<file path="src/rtl/req_arbiter_8.sv">
// Eight-requester arbiter: fixed-priority or round-robin selection, grant held until release,
// with a hold-timeout watchdog. Outputs are registered; gnt_id drives the shared datapath mux.
module req_arbiter_8 #(
    parameter int MAX_HOLD = 16
) (
    input  logic       clk,
    input  logic       rst,
    input  logic       mode_rr,
    input  logic [7:0] req,
    input  logic [7:0] done,
    output logic [7:0] gnt,
    output logic [2:0] gnt_id,
    output logic       gnt_valid,
    output logic       timeout
);

    localparam int HW = (MAX_HOLD > 1) ? $clog2(MAX_HOLD) : 1;
    localparam logic [HW-1:0] HOLD_LAST = HW'((MAX_HOLD > 0) ? MAX_HOLD - 1 : 0);

    typedef enum logic {IDLE, GRANT} state_t;

    state_t        state;
    logic [HW-1:0] hold_cnt;
    logic [2:0]    last_id;
    logic [3:0]    win;
    logic          rel;
    logic          expire;

    // Highest-index-wins search starting just below base and wrapping; base itself ranks last.
    // Bit 3 of the result flags that any request was found.
    function automatic logic [3:0] pick(input logic [7:0] r, input logic [2:0] base);
        logic [3:0] res;
        logic [2:0] idx;
        res = 4'b0;
        for (int k = 8; k >= 1; k--) begin
            idx = base - 3'(k);
            if (r[idx]) res = {1'b1, idx};
        end
        return res;
    endfunction

    always_comb begin
        win    = pick(req, mode_rr ? last_id : 3'd0);
        rel    = done[gnt_id] | ~req[gnt_id];
        expire = (MAX_HOLD != 0) && (hold_cnt == HOLD_LAST);
    end

    always_ff @(posedge clk) begin
        if (rst) begin
            state    <= IDLE;
            gnt      <= '0;
            gnt_id   <= '0;
            timeout  <= 1'b0;
            last_id  <= '0;
            hold_cnt <= '0;
        end else begin
            timeout <= 1'b0;
            case (state)
                IDLE: begin
                    if (win[3]) begin
                        state    <= GRANT;
                        gnt      <= 8'b1 << win[2:0];
                        gnt_id   <= win[2:0];
                        last_id  <= win[2:0];
                        hold_cnt <= '0;
                    end
                end
                GRANT: begin
                    // A normal release takes precedence over the watchdog in the same cycle.
                    if (rel) begin
                        state <= IDLE;
                        gnt   <= '0;
                    end else if (expire) begin
                        state   <= IDLE;
                        gnt     <= '0;
                        timeout <= 1'b1;
                    end else if (hold_cnt != '1) begin
                        hold_cnt <= hold_cnt + 1'b1;
                    end
                end
                default: state <= IDLE;
            endcase
        end
    end

    assign gnt_valid = |gnt;

endmodule

</file>
<file path="config.mk">
export PLATFORM = sky130hd
export DESIGN_NAME = req_arbiter_8
export DESIGN_NICKNAME = d
export VERILOG_FILES = /design/src/rtl/req_arbiter_8.sv
export SDC_FILE = /design/constraint.sdc
export NUM_CORES = 1
export LEC_CHECK = 0
export BUFFER_PORTS_ARGS = -buffer_cell sky130_fd_sc_hd__buf_2
export CAP_MARGIN = 10
export CORE_MARGIN = 1
export CORE_UTILIZATION = 30
export CTS_CLUSTER_SIZE = 12
export DETAILED_ROUTE_END_ITERATION = 10
export MAX_ROUTING_LAYER = met4
export PLACE_DENSITY = 0.59
export SYNTH_ARGS = -nofsm -noshare
export SYNTH_HDL_FRONTEND = slang
export SYNTH_SLANG_ARGS = --single-unit
</file>
<file path="constraint.sdc">
create_clock -name clk -period 6.2 [get_ports clk]
set_input_delay 1.24 -clock clk [delete_from_list [all_inputs] [get_ports clk]]
set_output_delay 1.24 -clock clk [all_outputs]
set_load 0.01 [all_outputs]
</file>
==> results of run 1 <==
state kept, by name, summed over array words and instances (netlist names):
| signal | count |
|---|---|
| last_id | 3 |
| hold_cnt | 4 |
| state | 1 |
| timeout | 1 |
| gnt | 8 |
Yosys cell counts (6+ instances only):
cell       n  area (um^2)
nand2_1   12         45.0
nand3_1    7         35.0
a21oi_1    7         35.0
clkbuf_1   8         30.0
mux4_2     8          180
dfxtp_1   17          340
a211oi_1   6         45.0
inv_1     12         45.0
nor2_1    17         63.8
mux2i_1   20          200
worst max-delay path, stage by stage:
cell and delay (ns):
buf_2 0.25, and2_1 0.41, inv_2 0.18, ha_1 0.44, mux4_2 0.39, a211o_1 0.28
a2111o_1 0.41, and3_4 0.20, nor2b_4 0.13, a22o_1 0.19
kinds of logic (layout without fill, tap and decap cells):
logic type	after synthesis	count (layout)	synth area share [%]
AO/OA/AOI/OAI	62	62	25.9
XOR/XNOR	5	5	2.40
adder cells (fa/ha/maj)	2	2	1.37
buffers and inverters	27	49	6.93
flip-flops	17	17	18.7
multiplexers	33	33	24.2
AND/OR/NAND/NOR	70	70	20.6
worst paths after layout:
check             slack [ns]  cells past startpoint  startpoint      to
setup reg to reg        2.66                      9  last_id[0]  gnt[1]
hold / removal          0.49                      1      gnt[7]  gnt[7]
hold reg to reg         0.49                      1      gnt[7]  gnt[7]
setup / recovery        2.21                     10     mode_rr  gnt[1]
routing by layer:
metal / wire length, um / vias to the layer above / track usage, %
met5: 0 / - / -
met4: 10 / 0 / 3.75
met3: 166 / 2 / 1.26
met2: 2320 / 47 / 26.9
met1: 2350 / 838 / 21.0
li1: - / 883 / -
layout make-up:
cell class	count	share of cell area, %
multi-input cells	172	66.3
flip-flops and latches	17	16.6
repair buffers	31	7.58
well taps	75	4.58
inverters	14	2.69
clock buffers	3	2.02
clock inverters	1	0.244
stage by stage:
step / util [%] / std cells / hold slack [ns]
floorplan: - / 216 / 0.429
global placement: 34.0 / 309 / 0.476
detailed placement: 34.0 / 309 / 0.478
CTS: 34.8 / 313 / 0.488
global route: 34.8 / 313 / 0.505
finish: 34.8 / 313 / 0.488
power groups by stage:
stage	logic [mW]	clock network (mW)	registers, mW
2_1_floorplan	0.484	0	0.163
3_3_place_gp	0.586	0	0.188
3_5_place_dp	0.584	0	0.188
4_1_cts	0.587	0.0818	0.186
5_1_grt	0.653	0.0891	0.194
6_report	0.591	0.0804	0.187
==> summary.md, run 1 <==
| Metric | Value |
|---|---|
| Run status | `finished, final reports clean` |
| PwrDens | `419 mW/mm^2` |
| YS warnings | `0` |
| Gpl congestion | `0.951` |
| Starting Density | `31.0%` |
| Max Freq | `251 MHz` |
| Net Sw Power | `0.416 mW` |
| Synth cell types | `58` |
| DIE AREA | `0.00639 mm^2` |
| Worst Slack Setup Final | `2.21 ns` |
| Int Pwr | `0.442 mW` |
| N_diodes | `0` |
| Antenna violations before repair | `0` |
| Slew margin rel. | `41.7%` |
| Storage cell area | `340 um^2` |
| Commonest non-fill, non-tap cells in the layout | `buf_2, mux2i_1, nor2_1, dfxtp_1` |
| Area occupied by multi-input gates | `0.00136 mm^2` |
| Post-Syn Area | `0.00182 mm^2` |
| Placed inst area | `0.00200 mm^2` |
| Pin count of the biggest net entering global routing | `26` |
| Commonest non-fill, non-tap cell in the layout | `buf_2` |
| Design area | `0.00205 mm^2` |
| Area grow syn2layout | `12.3%` |
| Drt via density | `5.65` |
| Total power | `0.858 mW` |
| Flop pwr share | `21.8%` |
| # DRC | `0` |
| CP Launch Type | `input pin` |
| #FFs+latches synth | `17` |
| Die W | `80.0 um` |
| Clock H-tree levels | `1` |
| Final Setup Violations | `0` |
| Clock Tree Buf Depth | `2` |
| Sw Share | `48.5%` |
| Syn Nets | `237` |
| CTS resizes | `0` |
| Antenna violation net count after detailed routing | `0` |
| Setup TNS Final | `0 ns` |
| CTS buffer count | `3` |
| Worst-Margin Slew | `0.862 ns` |
| Setup WS pre-CTS | `1.98 ns` |
| DRT iter0 DRCs | `109` |
| Clk sinks | `17` |
| Wire per inst | `15.5 um` |
| # IOs | `32` |
| Max_cap viols | `0` |
| Largest fanout on the critical path | `17` |
| Pleak | `0.864 nW` |
| Post-synth EDFFs | `0` |
| Vias in the first global route | `1638` |
| Hold Crit Class | `register to register` |
| Worst path required time | `6.34 ns` |
| Filler cells | `638` |
| Final count of hold timing violations | `0` |
| Worst Skew | `0.00812 ns` |
| DPL Wire Length | `3780 um` |
| Global-route wire length before repair | `7960 um` |
| Routed via count | `1770` |
| Synth async-reset ratio | `0%` |
| Max-slew violations | `0` |
| Die Ht | `80.0 um` |
| Setup CP Type | `input pin to register` |
| GRT Resource Usage Total | `16.1%` |
| Synth Flop Type | `dfxtp_1` |
| Pre-antenna DRT Iters | `4` |
| Crit path capture type | `register` |
| CTS tree | `yes` |
| Cells after synthesis | `216` |
| RSZ-0062 raised after global routing | `false` |
| VDD IR max | `0.000162 V` |
| Sequential share of the synthesized area | `18.7%` |
| Critical path arrival | `4.13 ns` |
| Cts hold-fix bufs | `0` |
| Syn_area_per_cell | `8.44 um^2` |
| Post-CTS Setup Bufs | `0` |
| Cell Rows | `28` |
| Post-route minimum period | `3.99 ns` |
| Worst-path clk slew | `0.07 ns` |
| Grt ovf | `0` |
| Core ar. | `0.00589 mm^2` |
| Clock Latency Late Sink | `0.25 ns` |
| Root Driver | `clkbuf_8` |
| Port bufs | `31` |
| Fin crit share | `64.4%` |
| Layout cell share with drive strength beyond 1 | `23.9%` |
| Nets | `260` |
| Clk pwr share | `9.4%` |
| Total Wirelength | `4840 um` |
| Combinational power share | `68.9%` |
Note: power is estimated with default switching activity, not from simulation.
==> run 2: changes to the inputs <==
Settings changed: PLACE_DENSITY 0.59 to 0.61.
Clock period 6.2 ns to 3.3 ns, I/O delays scaled along.
==> run 2 against run 1 <==
Net effect:
- via count up 7.0%
- power up 100%
- count of clock-buffer cells in the layout unchanged
- first-iteration DRC count up 68%
- setup slack worse by 1.8 ns
- sequential share of layout area down 1.1 points
- critical endpoint unchanged
==> summary.md, run 2 (synthesis gave the netlist of run 1 again) <==
| Metric | Value |
|---|---|
| Global-route wire length before repair | `8460 um` |
| Post-route minimum period | `2.93 ns` |
| Final count of hold timing violations | `0` |
| Setup WS pre-CTS | `0.136 ns` |
| DPL Wire Length | `4030 um` |
| Critical path arrival | `3.07 ns` |
| Commonest non-fill, non-tap cell in the layout | `buf_2` |
| CTS resizes | `0` |
| Wire per inst | `15.1 um` |
| Top reg by flops | `gnt` |
| Max Freq | `342 MHz` |
| Fin util | `37.3%` |
| Antenna violation net count after detailed routing | `0` |
| Cell Rows | `28` |
| Clock Tree Buf Depth | `2` |
| CTS tree | `yes` |
| CTS buffer count | `3` |
| Die Ht | `80.0 um` |
| Placed inst area | `0.00215 mm^2` |
| # DRC | `0` |
| DRT iter0 DRCs | `183` |
| Gpl congestion | `0.958` |
| Port bufs | `31` |
| Starting Density | `31.0%` |
| Core ar. | `0.00589 mm^2` |
| Regs by FF count | `gnt: 8 flops, hold_cnt: 4 flops, last_id: 3 flops` |
| Worst-Margin Slew | `0.368 ns` |
| CP Launch Type | `input pin` |
| Clock Latency Late Sink | `0.25 ns` |
| Max_cap viols | `0` |
| Antenna violations before repair | `0` |
| Post-CTS Setup Bufs | `0` |
| Layout cell share with drive strength beyond 1 | `29.8%` |
| Total power | `1.74 mW` |
| Pin count of the biggest net entering global routing | `19` |
| Worst Slack Setup Final | `0.372 ns` |
| Pre-antenna DRT Iters | `4` |
| RSZ-0062 raised after global routing | `false` |
| Worst path required time | `3.45 ns` |
| Routed via count | `1894` |
| Filler cells | `637` |
| Run status | `finished, final reports clean` |
| N_diodes | `0` |
| Root Driver | `clkbuf_8` |
| Total Wirelength | `5030 um` |
| Final Setup Violations | `0` |
| Nets | `280` |
| Die W | `80.0 um` |
| PwrDens | `793 mW/mm^2` |
| Drt via density | `5.69` |
| Worst-path clk slew | `0.07 ns` |
| Crit path capture type | `register` |
| Worst Skew | `0.00546 ns` |
| Slew margin rel. | `74.8%` |
| Grt ovf | `0` |
| Hold Crit Class | `register to register` |
| Pleak | `0.961 nW` |
| Worst hold slack | `0.456 ns` |
| Largest register FFs | `8` |
| Clock H-tree levels | `1` |
| Vias in the first global route | `1721` |
| Clk sinks | `17` |
| VDD IR max | `0.000271 V` |
| Setup TNS Final | `0 ns` |
| Area grow syn2layout | `20.5%` |
| Max-slew violations | `0` |
| GRT Resource Usage Total | `17.2%` |
| Commonest non-fill, non-tap cells in the layout | `buf_2, mux2i_1, buf_4` |
| Design area | `0.00220 mm^2` |
| Finished Layout Cells | `333` |
| Setup CP Type | `input pin to register` |
| Dpl cells | `329` |
| Cts hold-fix bufs | `0` |
| # IOs | `32` |
| Fin crit share | `88.7%` |
| Largest fanout on the critical path | `9` |
| DIE AREA | `0.00639 mm^2` |
==> run 2: routing by layer <==
| metal | global-route usage [%] | wire length [um] | vias to the layer above | share of wire [%] |
|---|---|---|---|---|
| met5 | - | 0 | - | 0 |
| met4 | 2.86 | 85 | 0 | 1.7 |
| met3 | 2.74 | 322 | 8 | 6.4 |
| met2 | 26.0 | 2240 | 66 | 44 |
| met1 | 24.4 | 2390 | 896 | 47 |
| li1 | - | - | 924 | - |
==> run 2: layout make-up <==
type                    count  area [um^2]  share of cell area (%)
clock buffers               3         41.3                    1.88
clock inverters             1         5.00                   0.228
inverters                  14         55.1                    2.51
multi-input cells         172         1360                    61.7
flip-flops and latches     17          340                    15.5
well taps                  75         93.8                    4.27
repair buffers             51          305                    13.9
==> run 2: worst paths after layout <==
kind                                 start      end  slack, ns  cells after the start
worst max register to register  last_id[0]   gnt[1]       0.37                      9
worst max-delay path               mode_rr   gnt[1]       0.37                     10
worst min-delay path                 state  timeout       0.46                      2
worst min register to register       state  timeout       0.46                      2
==> run 2: report_power, final <==
part	total, mW	switching (mW)	leakage (nW)	internal (mW)
Sequential	0.309	0.0591	0.139	0.250
Combinational	1.28	0.687	0.797	0.595
Clock	0.152	0.0680	0.0255	0.0837
Total	1.74	0.814	0.961	0.928
==> run 2: worst max-delay path: stages <==
cell and delay (ns):
buf_2 0.14, and2_4 0.17, inv_4 0.10, mux2_4 0.30, mux4_2 0.50, a211o_1 0.28
a2111o_1 0.40, and3_4 0.19, nor2b_4 0.12, a22o_1 0.19
==> run 3: changes to the inputs <==
Settings changed: ABC_AREA from default to 1.
==> run 3 against run 2 <==
Net effect:
- final cell count grew 11%
- clock power about the same
- combinational power decreased by 15%
- first-iteration DRC count down 54%
- utilization decreased by 1.5 points
- register-to-register slack improved by 0.38 ns
- sequential power grew 2%
- final area is 16% lower
- wire length shrank 16%
- die area down 12%
- via count decreased by 6.2%
- highest routed layer unchanged
==> summary.md, run 3 <==
| Metric | Value |
|---|---|
| Run status | `finished, final reports clean` |
| Slew margin rel. | `74.0%` |
| Top-count cell post-synth | `nand2_1` |
| Global-route wire length before repair | `7270 um` |
| Gpl congestion | `0.895` |
| Worst path required time | `3.44 ns` |
| Regs by FF count | `gnt: 8 flops, hold_cnt: 4 flops, last_id: 3 flops` |
| Pin count of the biggest net entering global routing | `20` |
| N_diodes | `0` |
| Top cells by area, synth | `nand2_1, dfxtp_1, nand3_1, inv_1, a21oi_1` |
| Post-Syn Area | `0.00161 mm^2` |
| Worst-Margin Slew | `0.389 ns` |
| Yosys top cell area share | `21.7%` |
| Critical Path Sink | `last_id[2]` |
| Largest fanout on the critical path | `15` |
| Cts hold-fix bufs | `0` |
| #FFs+latches synth | `17` |
| Syn Nets | `292` |
| Clock H-tree levels | `1` |
| Setup CP Type | `input pin to register` |
| Antenna violation net count after detailed routing | `0` |
| # DRC | `0` |
| Synth async-reset ratio | `0%` |
| Max-slew violations | `0` |
| Routed via count | `1776` |
| Commonest non-fill, non-tap cells in the layout | `nand2_1, nand3_1, buf_2` |
| Crit path buf inv count | `3` |
| Sequential share of the synthesized area | `21.2%` |
| Area grow syn2layout | `14.6%` |
| Hold Crit Class | `register to register` |
| Fin crit share | `81.8%` |
| YS warnings | `0` |
| Wire per inst | `11.4 um` |
| Cells after synthesis | `271` |
| Clk sinks | `17` |
| R2R Path End | `last_id[2]` |
| Largest area contributor in the netlist | `nand2_1` |
| Final count of hold timing violations | `0` |
| PwrDens | `845 mW/mm^2` |
| Storage cell area | `340 um^2` |
| Commonest non-fill, non-tap cell in the layout | `nand2_1` |
| Post-CTS Setup Bufs | `0` |
| Vias in the first global route | `1658` |
| CP cell instances | `buf_2, nand2_4, ha_1, inv_1, nand3_1, nand3_1, nand2_1, nor2_1, nand4_2, nand2_4, a21oi_2, o21ai_0, inv_1` |
| CP Launch Type | `input pin` |
| CP Depth | `13` |
| Area occupied by multi-input gates | `0.00108 mm^2` |
| Die W | `75.2 um` |
| CTS buffer count | `3` |
| VDD IR max | `0.000531 V` |
| Nets | `322` |
| Port bufs | `31` |
| Top reg by flops | `gnt` |
| R2r startpoint | `last_id[1]` |
| Filler cells | `599` |
| DPL Wire Length | `3430 um` |
| Clock Latency Late Sink | `0.25 ns` |
| Critical path's slowest cell | `ha_1` |
| Post-synth EDFFs | `0` |
| Setup TNS Final | `0 ns` |
| CTS resizes | `0` |
| Delay-heaviest family, CP | `simple AND/OR/NAND/NOR gates` |
| Placed inst area | `0.00180 mm^2` |
| Clock Tree Buf Depth | `2` |
| Die Ht | `75.2 um` |
| Final Setup Violations | `0` |
| Worst-path clk slew | `0.06 ns` |
| Critical path arrival | `2.84 ns` |
| Design area | `0.00184 mm^2` |
| Worst r2r path cells | `12` |
| Max Freq | `370 MHz` |
| GRT Resource Usage Total | `16.9%` |
| Most instantiated cells after synthesis | `nand2_1, nand3_1, inv_1, a21oi_1, dfxtp_1` |
| Synth cell types | `28` |
| Total Wirelength | `4220 um` |
| Layout cell share with drive strength beyond 1 | `22.7%` |
| Starting Density | `31.3%` |
| # IOs | `32` |
| Syn_area_per_cell | `5.93 um^2` |
| Root Driver | `clkbuf_8` |
| Pleak | `0.975 nW` |
| Worst hold slack | `0.475 ns` |
| Post-route minimum period | `2.70 ns` |
| Crit path launch | `mode_rr` |
| Core ar. | `0.00514 mm^2` |
| Fin util | `35.9%` |
| Crit path capture type | `register` |
| Largest register FFs | `8` |
| Cell Rows | `26` |
| Max_cap viols | `0` |
| Grt ovf | `0` |
| Worst Skew | `0.00434 ns` |
| Pre-antenna DRT Iters | `4` |
| DRT iter0 DRCs | `85` |
| Slowest cell delay on critical path | `0.37 ns` |
| DIE AREA | `0.00566 mm^2` |
| Finished Layout Cells | `370` |
| Antenna violations before repair | `0` |
| RSZ-0062 raised after global routing | `false` |
| R2R Setup Slk | `0.75 ns` |
| Dpl cells | `366` |
| Synth Flop Type | `dfxtp_1` |
| Drt via density | `4.80` |
| CTS tree | `yes` |
| Hold depth | `1` |
-- run 3: through the flow --
step / worst slack [ns] / total power [mW]
global route: 0.357 / 1.73
global placement: 0.358 / 1.41
floorplan: 0.834 / 1.16
finish: 0.599 / 1.56
CTS: 0.625 / 1.56
detailed placement: 0.373 / 1.40
-- run 3: layout make-up --
cell class,count,area share [%]
inverter,35,7.13
sequential,17,18.5
clock buffer,4,2.44
timing repair buffer,32,8.83
multi-input combinational,212,58.4
tap,70,4.75
-- run 3: logic make-up (layout without fill, tap and decap cells) --
family,Yosys count,count (layout),share of synthesized area [%]
compound gates,28,28,11.0
xor+xnor,1,1,1.01
fa+ha+maj,2,2,1.56
buf+inv,42,71,11.9
flops,17,17,21.2
simple gates,181,181,53.4
-- run 3: power by group --
group | switching [mW] | internal (mW)
Clock | 0.0655 | 0.0855
Sequential | 0.0593 | 0.257
Combinational | 0.723 | 0.368
Total | 0.848 | 0.710
-- run 3: how the worst min path moves through the flow --
stage / from / endpoint
6_report: hold_cnt[0] / hold_cnt[0]
5_1_grt: gnt[0] / gnt[0]
4_1_cts: hold_cnt[0] / hold_cnt[0]
3_5_place_dp: hold_cnt[0] / hold_cnt[0]
3_3_place_gp: hold_cnt[0] / hold_cnt[0]
2_1_floorplan: hold_cnt[0] / hold_cnt[0]
-- run 3: layer usage --
layer	track usage, %	up-vias	share of wire, %
li1	-	939	-
met1	21.7	792	46
met2	28.1	39	48
met3	2.28	6	4.0
met4	4.12	0	1.2
met5	-	-	0
